==> src/rtl/regfile_wb_arbiter_if.sv <==
// ---------------------------------------------------------------------------
// regfile_wb_arbiter_if
// Bundle of the writeback-arbiter bus signals.
//   alu_valid/alu_addr/alu_data/alu_ready : ALU writeback requester
//   mem_valid/mem_addr/mem_data/mem_ready : load writeback requester
//   we3/wa3/wd3                           : register-file write port (registered)
//   rsv_valid/rsv_addr                    : issue-stage destination reservation
//   pending                               : per-register outstanding-write mask
// Modports: slave = arbiter side, master = requester/environment side.
// ---------------------------------------------------------------------------
interface regfile_wb_arbiter_if;
   logic       alu_valid;
   logic [2:0] alu_addr;
   logic [7:0] alu_data;
   logic       alu_ready;
   logic       mem_valid;
   logic [2:0] mem_addr;
   logic [7:0] mem_data;
   logic       mem_ready;
   logic       we3;
   logic [2:0] wa3;
   logic [7:0] wd3;
   logic       rsv_valid;
   logic [2:0] rsv_addr;
   logic [7:0] pending;

   modport slave (
      input  alu_valid, alu_addr, alu_data,
      input  mem_valid, mem_addr, mem_data,
      input  rsv_valid, rsv_addr,
      output alu_ready, mem_ready,
      output we3, wa3, wd3,
      output pending
   );

   modport master (
      output alu_valid, alu_addr, alu_data,
      output mem_valid, mem_addr, mem_data,
      output rsv_valid, rsv_addr,
      input  alu_ready, mem_ready,
      input  we3, wa3, wd3,
      input  pending
   );
endinterface

==> src/rtl/regfile_wb_arbiter.sv <==
// ---------------------------------------------------------------------------
// regfile_wb_arbiter
// Round-robin arbiter between ALU and load writebacks into a single register
// file write port, with an optional reservation scoreboard.
// Ports:
//   clk : clock, rising edge
//   rst : asynchronous active-low reset
//   bus : regfile_wb_arbiter_if.slave (requesters, write port, reservations,
//         pending mask)
// Build option: define REGFILE_WB_SCOREBOARD_EN to include the reservation
// scoreboard; otherwise pending is tied to zero and rsv_* are ignored.
// ---------------------------------------------------------------------------
module regfile_wb_arbiter (
   input logic                 clk,
   input logic                 rst,
   regfile_wb_arbiter_if.slave bus
);

   // 0: ALU holds priority, 1: mem holds priority
   logic       prio_q;
   logic       alu_hs;
   logic       mem_hs;
   logic       hs;
   logic [2:0] sel_addr;
   logic [7:0] sel_data;
   logic       we3_q;
   logic [2:0] wa3_q;
   logic [7:0] wd3_q;

   // Ready depends only on valids and the pointer, never on the other ready.
   always_comb begin
      bus.alu_ready = 1'b0;
      bus.mem_ready = 1'b0;
      if (rst) begin
         bus.alu_ready = bus.alu_valid && (!bus.mem_valid || !prio_q);
         bus.mem_ready = bus.mem_valid && (!bus.alu_valid || prio_q);
      end
   end

   always_comb begin
      alu_hs   = bus.alu_valid && bus.alu_ready;
      mem_hs   = bus.mem_valid && bus.mem_ready;
      hs       = alu_hs || mem_hs;
      sel_addr = mem_hs ? bus.mem_addr : bus.alu_addr;
      sel_data = mem_hs ? bus.mem_data : bus.alu_data;
   end

   always_ff @(posedge clk or negedge rst) begin
      if (!rst) begin
         prio_q <= 1'b0;
         we3_q  <= 1'b0;
         wa3_q  <= 3'd0;
         wd3_q  <= 8'h00;
      end else begin
         // x0 writes complete the handshake but never reach the register file
         we3_q <= hs && (sel_addr != 3'd0);
         if (hs) begin
            wa3_q <= sel_addr;
            wd3_q <= sel_data;
         end
         if (alu_hs) begin
            prio_q <= 1'b1;
         end else if (mem_hs) begin
            prio_q <= 1'b0;
         end
      end
   end

   assign bus.we3 = we3_q;
   assign bus.wa3 = wa3_q;
   assign bus.wd3 = wd3_q;

`ifdef REGFILE_WB_SCOREBOARD_EN
   logic [7:0] pending_q;
   logic [7:0] pending_d;

   // Clear first, then set, so a same-register reservation on the write edge wins.
   always_comb begin
      pending_d = pending_q;
      if (hs && (sel_addr != 3'd0)) begin
         pending_d[sel_addr] = 1'b0;
      end
      if (bus.rsv_valid && (bus.rsv_addr != 3'd0)) begin
         pending_d[bus.rsv_addr] = 1'b1;
      end
      pending_d[0] = 1'b0;
   end

   always_ff @(posedge clk or negedge rst) begin
      if (!rst) begin
         pending_q <= 8'h00;
      end else begin
         pending_q <= pending_d;
      end
   end

   assign bus.pending = pending_q;
`else
   logic unused_rsv;
   assign unused_rsv  = ^{bus.rsv_valid, bus.rsv_addr};
   assign bus.pending = 8'h00;
`endif

endmodule

==> src/flat_wrapper.sv <==
// flat-port wrapper written by rule: the top's interface ports become plain ports
module regfile_wb_arbiter_flat 
  (clk, rst, bus_alu_valid, bus_alu_addr, bus_alu_data, bus_mem_valid, bus_mem_addr, bus_mem_data, bus_rsv_valid, bus_rsv_addr, bus_alu_ready, bus_mem_ready, bus_we3, bus_wa3, bus_wd3, bus_pending);
  regfile_wb_arbiter_if bus_i ();
  input logic clk;
  input logic rst;
  input wire logic [$bits(bus_i.alu_valid)-1:0] bus_alu_valid;
  input wire logic [$bits(bus_i.alu_addr)-1:0] bus_alu_addr;
  input wire logic [$bits(bus_i.alu_data)-1:0] bus_alu_data;
  input wire logic [$bits(bus_i.mem_valid)-1:0] bus_mem_valid;
  input wire logic [$bits(bus_i.mem_addr)-1:0] bus_mem_addr;
  input wire logic [$bits(bus_i.mem_data)-1:0] bus_mem_data;
  input wire logic [$bits(bus_i.rsv_valid)-1:0] bus_rsv_valid;
  input wire logic [$bits(bus_i.rsv_addr)-1:0] bus_rsv_addr;
  output wire logic [$bits(bus_i.alu_ready)-1:0] bus_alu_ready;
  output wire logic [$bits(bus_i.mem_ready)-1:0] bus_mem_ready;
  output wire logic [$bits(bus_i.we3)-1:0] bus_we3;
  output wire logic [$bits(bus_i.wa3)-1:0] bus_wa3;
  output wire logic [$bits(bus_i.wd3)-1:0] bus_wd3;
  output wire logic [$bits(bus_i.pending)-1:0] bus_pending;
  assign bus_i.alu_valid = bus_alu_valid;
  assign bus_i.alu_addr = bus_alu_addr;
  assign bus_i.alu_data = bus_alu_data;
  assign bus_i.mem_valid = bus_mem_valid;
  assign bus_i.mem_addr = bus_mem_addr;
  assign bus_i.mem_data = bus_mem_data;
  assign bus_i.rsv_valid = bus_rsv_valid;
  assign bus_i.rsv_addr = bus_rsv_addr;
  assign bus_alu_ready = bus_i.alu_ready;
  assign bus_mem_ready = bus_i.mem_ready;
  assign bus_we3 = bus_i.we3;
  assign bus_wa3 = bus_i.wa3;
  assign bus_wd3 = bus_i.wd3;
  assign bus_pending = bus_i.pending;
  regfile_wb_arbiter u_core (.clk(clk), .rst(rst), .bus(bus_i));
endmodule
==> config.mk <==
export PLATFORM = sky130hd
export DESIGN_NAME = regfile_wb_arbiter_flat
export DESIGN_NICKNAME = d
export VERILOG_FILES = /design/src/rtl/regfile_wb_arbiter_if.sv /design/src/rtl/regfile_wb_arbiter.sv /design/src/flat_wrapper.sv
export SDC_FILE = /design/constraint.sdc
export NUM_CORES = 1
export LEC_CHECK = 0
export CORE_MARGIN = 3
export CORE_UTILIZATION = 37
export DETAILED_ROUTE_END_ITERATION = 8
export GPL_ROUTABILITY_DRIVEN = 0
export PLACE_DENSITY = 0.84
export SLEW_MARGIN = 30
export SYNTH_ARGS = -nofsm -noshare
export SYNTH_HDL_FRONTEND = slang
export SYNTH_SLANG_ARGS = --single-unit
==> constraint.sdc <==
create_clock -name clk -period 1.67 [get_ports clk]
set_clock_uncertainty 0.1 [all_clocks]
set_input_delay 0.2505 -clock clk [delete_from_list [all_inputs] [get_ports clk]]
set_output_delay 0.2505 -clock clk [all_outputs]
set_load 0.1 [all_outputs]
==> run summary, run 1 <==
- **status** finished clean
- **wire length of the first global-routing pass** 3.84 mm
- **DIE WIDTH** 50.8 um
- **Register-to-Register Path Depth** 5
- **drt first pass iters** 4
- **CP startpoint kind** flip-flop
- **part of the Yosys area used for sequential elements** 43.8%
- **worst min-delay path category** input port to asynchronous set/reset pin
- **detailed placement HPWL** 1.96 mm
- **Congestion Overflow GR** 0
- **standard cell core area** 1800 um^2
- **Port Buffers** 39
- **post-placement setup slack** -0.0285 ns
- **commonest non-fill, non-tap cell in the layout** sky130_fd_sc_hd__clkdlybuf4s50_1
- **synthesis-to-finish area growth** 88.4%
- **Root Buffer Master** sky130_fd_sc_hd__clkbuf_4
- **top post-synthesis cells by area** sky130_fd_sc_hd__dfrtp_1 (44%), sky130_fd_sc_hd__buf_4 (10%), sky130_fd_sc_hd__a31oi_1 (8.4%), sky130_fd_sc_hd__nand3_1 (6.7%), sky130_fd_sc_hd__o21ai_1 (6.1%)
- **Final Slew Violations** 0
- **htree depth** 1
- **Antenna Violating Nets Remaining** 0
- **diode count** 0
- **max-cap violation count** 0
- **vias per cell** 5.28
- **worst vdd ir** 0.000586 V
- **maximum number of pins on one net before global-route repair** 21
- **Reg-to-Reg Start** u_core.prio_q$_DFFE_PN0P_
- **endpoint required time on the critical path** 1.32 ns
- **vertical die dimension** 50.8 um
- **area fraction of the dominant cell type after synthesis** 43.8%
- **Final Cycle Share** 96.0%
- **most used routing layer in global routing** met2
- **Cell variety after synth** 23
- **post-synthesis cell area** 743 um^2
- **critical register-to-register path endpoint** u_core.bus.wd3[5]$_DFFE_PN0P_
- **top library cells by usage in the layout, fill and taps aside** sky130_fd_sc_hd__clkdlybuf4s50_1 (23), sky130_fd_sc_hd__buf_12 (15), sky130_fd_sc_hd__buf_4 (13), sky130_fd_sc_hd__dfrtp_1 (13)
- **maximum achievable frequency** 0.624 GHz
- **CTS max path bufs** 2
- **unrepaired setup endpoints after global routing** false
- **CTS tree** done
- **die footprint** 2580 um^2
- **fraction of layout instances using a drive strength above 1** 24.5%
- **met2 usage** 35.4%
- **synthesis warning total** 0
- **DR vias** 866
- **number of buffers created by CTS** 3
- **top-level port count** 52
- **worst setup slack for register-to-register paths** 0.21 ns
- **clk sinks** 13
- **synthesized area divided by synthesized cell count** 8.54 um^2
- **post-DR wirelength/cell** 14.8 um
- **GR met3 Demand/Resource** 4.08%
- **Setup crit end kind** output port
- **number of failing setup endpoints in the final timing report** 0
- **final cell count without fillers** 164
- **effective utilization at floorplan** 41.3%
- **top cell type by total area after synthesis** sky130_fd_sc_hd__dfrtp_1
- **met1 Use GR** 21.2%
- **remaining routing DRC violations** 0
- **antenna violations before repair** 0
- **total routed wirelength** 2.43 mm
- **Lkg Pwr** 0.598 nW
- **number of nets in the layout** 170
- **post-route worst setup slack** 0.0675 ns
- **vias in the first global route** 885
- **Total Power** 1.46 mW
- **Yosys reg bits** 13
- **DRC violation total after the first TritonRoute iteration** 16
- **Worst-path clk slew** 0.09 ns
- **overall fraction of global-route tracks in use** 20.1%
- **power density of the placed cells** 1040 nW/um^2
- **highest net fanout along the worst path** 5
- **site row count** 15
- **fillcell total** 125
- **minimum clock period after layout** 1.60 ns
- **cell count after placement** 156
- **endpoints failing hold** 0
- **type of the worst setup path** flip-flop to output port
- **Skew-Pair Late Insertion Delay** 0.28 ns
- **critical path data arrival time** 1.25 ns
- **post-synthesis cell count** 87
## synth_stat cells, drive strengths merged
cell type / instances
a31oi: 10
o21a: 1
nor4: 1
buf: 14
a32oi: 1
nor2: 11
a211oi: 1
nand2: 3
conb: 1
o32ai: 1
nand3: 10
and3: 1
nand2b: 1
o21ai: 12
and2b: 1
inv: 1
and2: 2
a21oi: 2
dfrtp: 13
## metrics by stage
stage	TNS (ns)	instance area (um^2)	hold slack [ns]	util, %
detailed placement	-0.128	1340	0.410	74.4
global placement	-0.0112	1340	0.389	74.4
CTS	0	1380	0.0967	76.8
finish	0	1400	0.0983	77.7
global route	0	1400	0.126	77.7
floorplan	0	777	-0.145	-
## final cells by class
cell class	instances	area, um^2	area share [%]
repair buffers	55	666	47.5
multi-input cells	66	348	24.8
flip-flops and latches	13	325	23.2
well taps	25	31.3	2.23
clock buffers	4	26.3	1.88
inverters	1	3.75	0.268
## metal layers
layer	wire length [um]	part of all wire [%]
met5	0	0
met4	98	4.0
met3	201	8.3
met2	1260	52
met1	868	36
## how the worst max path moves through the flow
stage                              startpoint                       end  slack [ns]
CTS                 u_core.prio_q$_DFFE_PN0P_             bus_mem_ready       0.003
global route        u_core.prio_q$_DFFE_PN0P_             bus_mem_ready        0.02
floorplan           u_core.prio_q$_DFFE_PN0P_             bus_alu_ready        0.08
finish              u_core.prio_q$_DFFE_PN0P_             bus_mem_ready        0.07
global placement                          rst  u_core.bus.we3$_DFF_PN0_       -0.01
detailed placement                        rst  u_core.bus.we3$_DFF_PN0_       -0.03
## where the power goes
part / internal, mW / total (mW) / leakage, nW / switching (mW)
Clock: 0.0925 / 0.201 / 0.0150 / 0.109
Combinational: 0.306 / 0.846 / 0.436 / 0.540
Sequential: 0.360 / 0.411 / 0.147 / 0.0508
Total: 0.759 / 1.46 / 0.598 / 0.700
## flip-flops by register name, indices dropped and copies added (netlist names)
name            count
u_core.bus.wd3      8
u_core.bus.wa3      3
u_core.prio_q       1
u_core.bus.we3      1
## what timing repair did
item,CTS,global route
setup buffers,0,2
hold endpoints to repair,4,0
gates resized for setup,2,1
endpoints found under the setup margin,2,1
hold buffers,2,0
cloned,0,0
pin swaps,0,1
## cell families after synthesis
logic type / count (synthesis) / share of synthesized area (%)
other: 1 / 0.505
flip-flops: 13 / 43.8
AND/OR/NAND/NOR: 30 / 19.4
AO/OA/AOI/OAI: 28 / 22.2
buffers and inverters: 15 / 14.1
## critical path, cell delays in order (launching register included)
cell                      delay, ns
sky130_fd_sc_hd__dfrtp_1       0.41
sky130_fd_sc_hd__and2b_2       0.27
sky130_fd_sc_hd__nor2_4        0.11
sky130_fd_sc_hd__buf_12        0.18
Note: power is estimated with default switching activity, not from simulation.
==> inputs of run 2 (changes only) <==
- CORE_UTILIZATION: 37 -> 34
- PLACE_DENSITY: 0.84 -> 0.78
- clock period: 1.67 -> 1.65 ns (I/O delays scaled with it)
==> run summary, run 2 (synthesis results as in run 1) <==
- **critical path data arrival time** 1.27 ns, +0.02 ns
- **critical path depth in cells** 3, unchanged
- **max-cap violation count** 0, unchanged
- **Finished Core Util** 67.3%, -10 points
- **status** finished clean
- **total routed wirelength** 2.38 mm, -2.3%
- **wire length of the first global-routing pass** 3.90 mm, +1.6%
- **highest net fanout along the worst path** 5, unchanged
- **site row count** 16, +1
- **Reg-to-Reg Start** u_core.prio_q$_DFFE_PN0P_
- **vias in the first global route** 834, -5.8%
- **worst min-delay path category** input port to asynchronous set/reset pin
- **CP startpoint kind** flip-flop
- **DR vias** 812, -6.2%
- **minimum clock period after layout** 1.62 ns
- **number of failing setup endpoints in the final timing report** 0, unchanged
- **Hold Slack** 0.0743 ns, -0.0241 ns
- **clk sinks** 13, unchanged
- **Largest register FFs** 8, unchanged
- **htree depth** 1, unchanged
- **crit path buf inv count** 1, unchanged
- **standard cell core area** 2020 um^2, +12%
- **total negative setup slack** 0 ns, unchanged
- **antenna violations before repair** 0, unchanged
- **Congestion Overflow GR** 0, unchanged
- **remaining routing DRC violations** 0, unchanged
- **overall fraction of global-route tracks in use** 19.5%, -0.53 points
- **type of the worst setup path** flip-flop to output port
- **Antenna Violating Nets Remaining** 0, unchanged
- **Post CTS Setup Buffer Count** 0, unchanged
- **stage delay of the slowest cell on the critical path** 0.41 ns, about the same
- **Worst-path clk slew** 0.08 ns, about the same
- **vertical die dimension** 52.8 um, +3.8%
- **CTS tree** done
- **worst setup slack for register-to-register paths** 0.30 ns, +0.09 ns
- **endpoint required time on the critical path** 1.30 ns, -0.02 ns
- **maximum achievable frequency** 0.617 GHz
- **DRC violation total after the first TritonRoute iteration** 23, +7
- **drt first pass iters** 4, unchanged
- **vias per cell** 5.08, -3.9%
- **master of the slowest instance on the critical path** sky130_fd_sc_hd__dfrtp_1
- **Setup crit end kind** output port
- **Register-to-Register Path Depth** 4, -1
- **Root Buffer Master** sky130_fd_sc_hd__clkbuf_4
- **Lkg Pwr** 0.588 nW, -1.7%
- **number of buffers created by CTS** 3, unchanged
- **die footprint** 2780 um^2, +7.8%
- **CTS max path bufs** 2, unchanged
- **detailed placement HPWL** 1.91 mm, -2.7%
- **post-DR wirelength/cell** 14.8 um, +0.18%
- **effective utilization at floorplan** 36.8%, -4.5 points
- **synthesis-to-finish area growth** 83.2%
- **commonest non-fill, non-tap cell in the layout** sky130_fd_sc_hd__clkdlybuf4s50_1
- **worst vdd ir** 0.000520 V, -11%
- **Total Power** 1.45 mW, -0.24%
- **top library cells by usage in the layout, fill and taps aside** sky130_fd_sc_hd__clkdlybuf4s50_1 (22), sky130_fd_sc_hd__buf_12 (15), sky130_fd_sc_hd__dfrtp_1 (13)
- **worst setup path startpoint** u_core.prio_q$_DFFE_PN0P_
- **cell family with most CP delay** flip-flops
- **Final Slew Violations** 0, unchanged
- **total of hold buffers inserted after clock tree synthesis** 0, -2
- **Port Buffers** 39, unchanged
- **diode count** 0, unchanged
- **top-level port count** 52, unchanged
- **Final Cycle Share** 98.3%
- **unrepaired setup endpoints after global routing** true
- **power density of the placed cells** 1070 nW/um^2, +2.6%
- **number of nets in the layout** 164, -3.5%
- **Skew-Pair Late Insertion Delay** 0.28 ns, about the same
- **ordered cell list for the critical path** and2b_2 -> nor2_4 -> buf_12
- **endpoints failing hold** 0, unchanged
- **DIE WIDTH** 52.8 um, +3.8%
- **maximum number of pins on one net before global-route repair** 21, unchanged
- **fraction of layout instances using a drive strength above 1** 23.3%, -1.2 points
[run 2: cell types whose count changed in the layout (fill, tap and decap cells not counted), sizes merged]
cell / before / now
buf: 28 / 24
clkdlybuf4s50: 23 / 22
dlymetal6s2s: 0 / 2
dlygate4sd3: 2 / 0
dlygate4sd2: 2 / 1
[run 2: layout make-up]
class                      count  area [um^2]
multi-input combinational     66          350
clock buffer                   4         26.3
tap                           27         33.8
sequential                    13          325
inverter                       1         3.75
fill                         163          661
timing repair buffer          49          622
[run 2: power by group]
group	total (mW)	internal, mW	switching [mW]	leakage, nW
registers	0.416	0.365	0.0512	0.147
logic	0.834	0.293	0.541	0.426
clock network	0.205	0.0941	0.111	0.0150
total	1.45	0.752	0.703	0.588
[run 2: layer usage]
| layer | global-route usage, % | routed length (um) | vias to the layer above | share of wire (%) |
|---|---|---|---|---|
| met1 | 21.9 | 930 | 371 | 39 |
| li1 | - | - | 389 | - |
| met4 | 12.8 | 74 | 0 | 3.1 |
| met5 | 0 | 0 | - | 0 |
| met3 | 2.56 | 192 | 7 | 8.1 |
| met2 | 34.1 | 1180 | 45 | 50 |
[run 2: stage by stage]
stage	std cells	setup WS, ns	cell area, um^2
floorplan	94	0.0606	777
global placement	156	-0.0593	1330
detailed placement	156	-0.0750	1330
CTS	160	-0.0136	1350
global route	160	-0.0177	1360
finish	160	0.0280	1360
[run 2: final timing paths]
kind	endpoint
max	bus_mem_ready
min in group clk	u_core.prio_q$_DFFE_PN0P_
max reg2reg	u_core.bus.wa3[2]$_DFFE_PN0P_
min reg2reg	u_core.prio_q$_DFFE_PN0P_
min	u_core.bus.wd3[6]$_DFFE_PN0P_
max in group asynchronous	u_core.bus.wa3[0]$_DFFE_PN0P_
[run 2: what timing repair did]
action / CTS / global route
pin swaps: 0 / 1
resized for setup: 1 / 4
setup endpoints to repair: 1 / 2
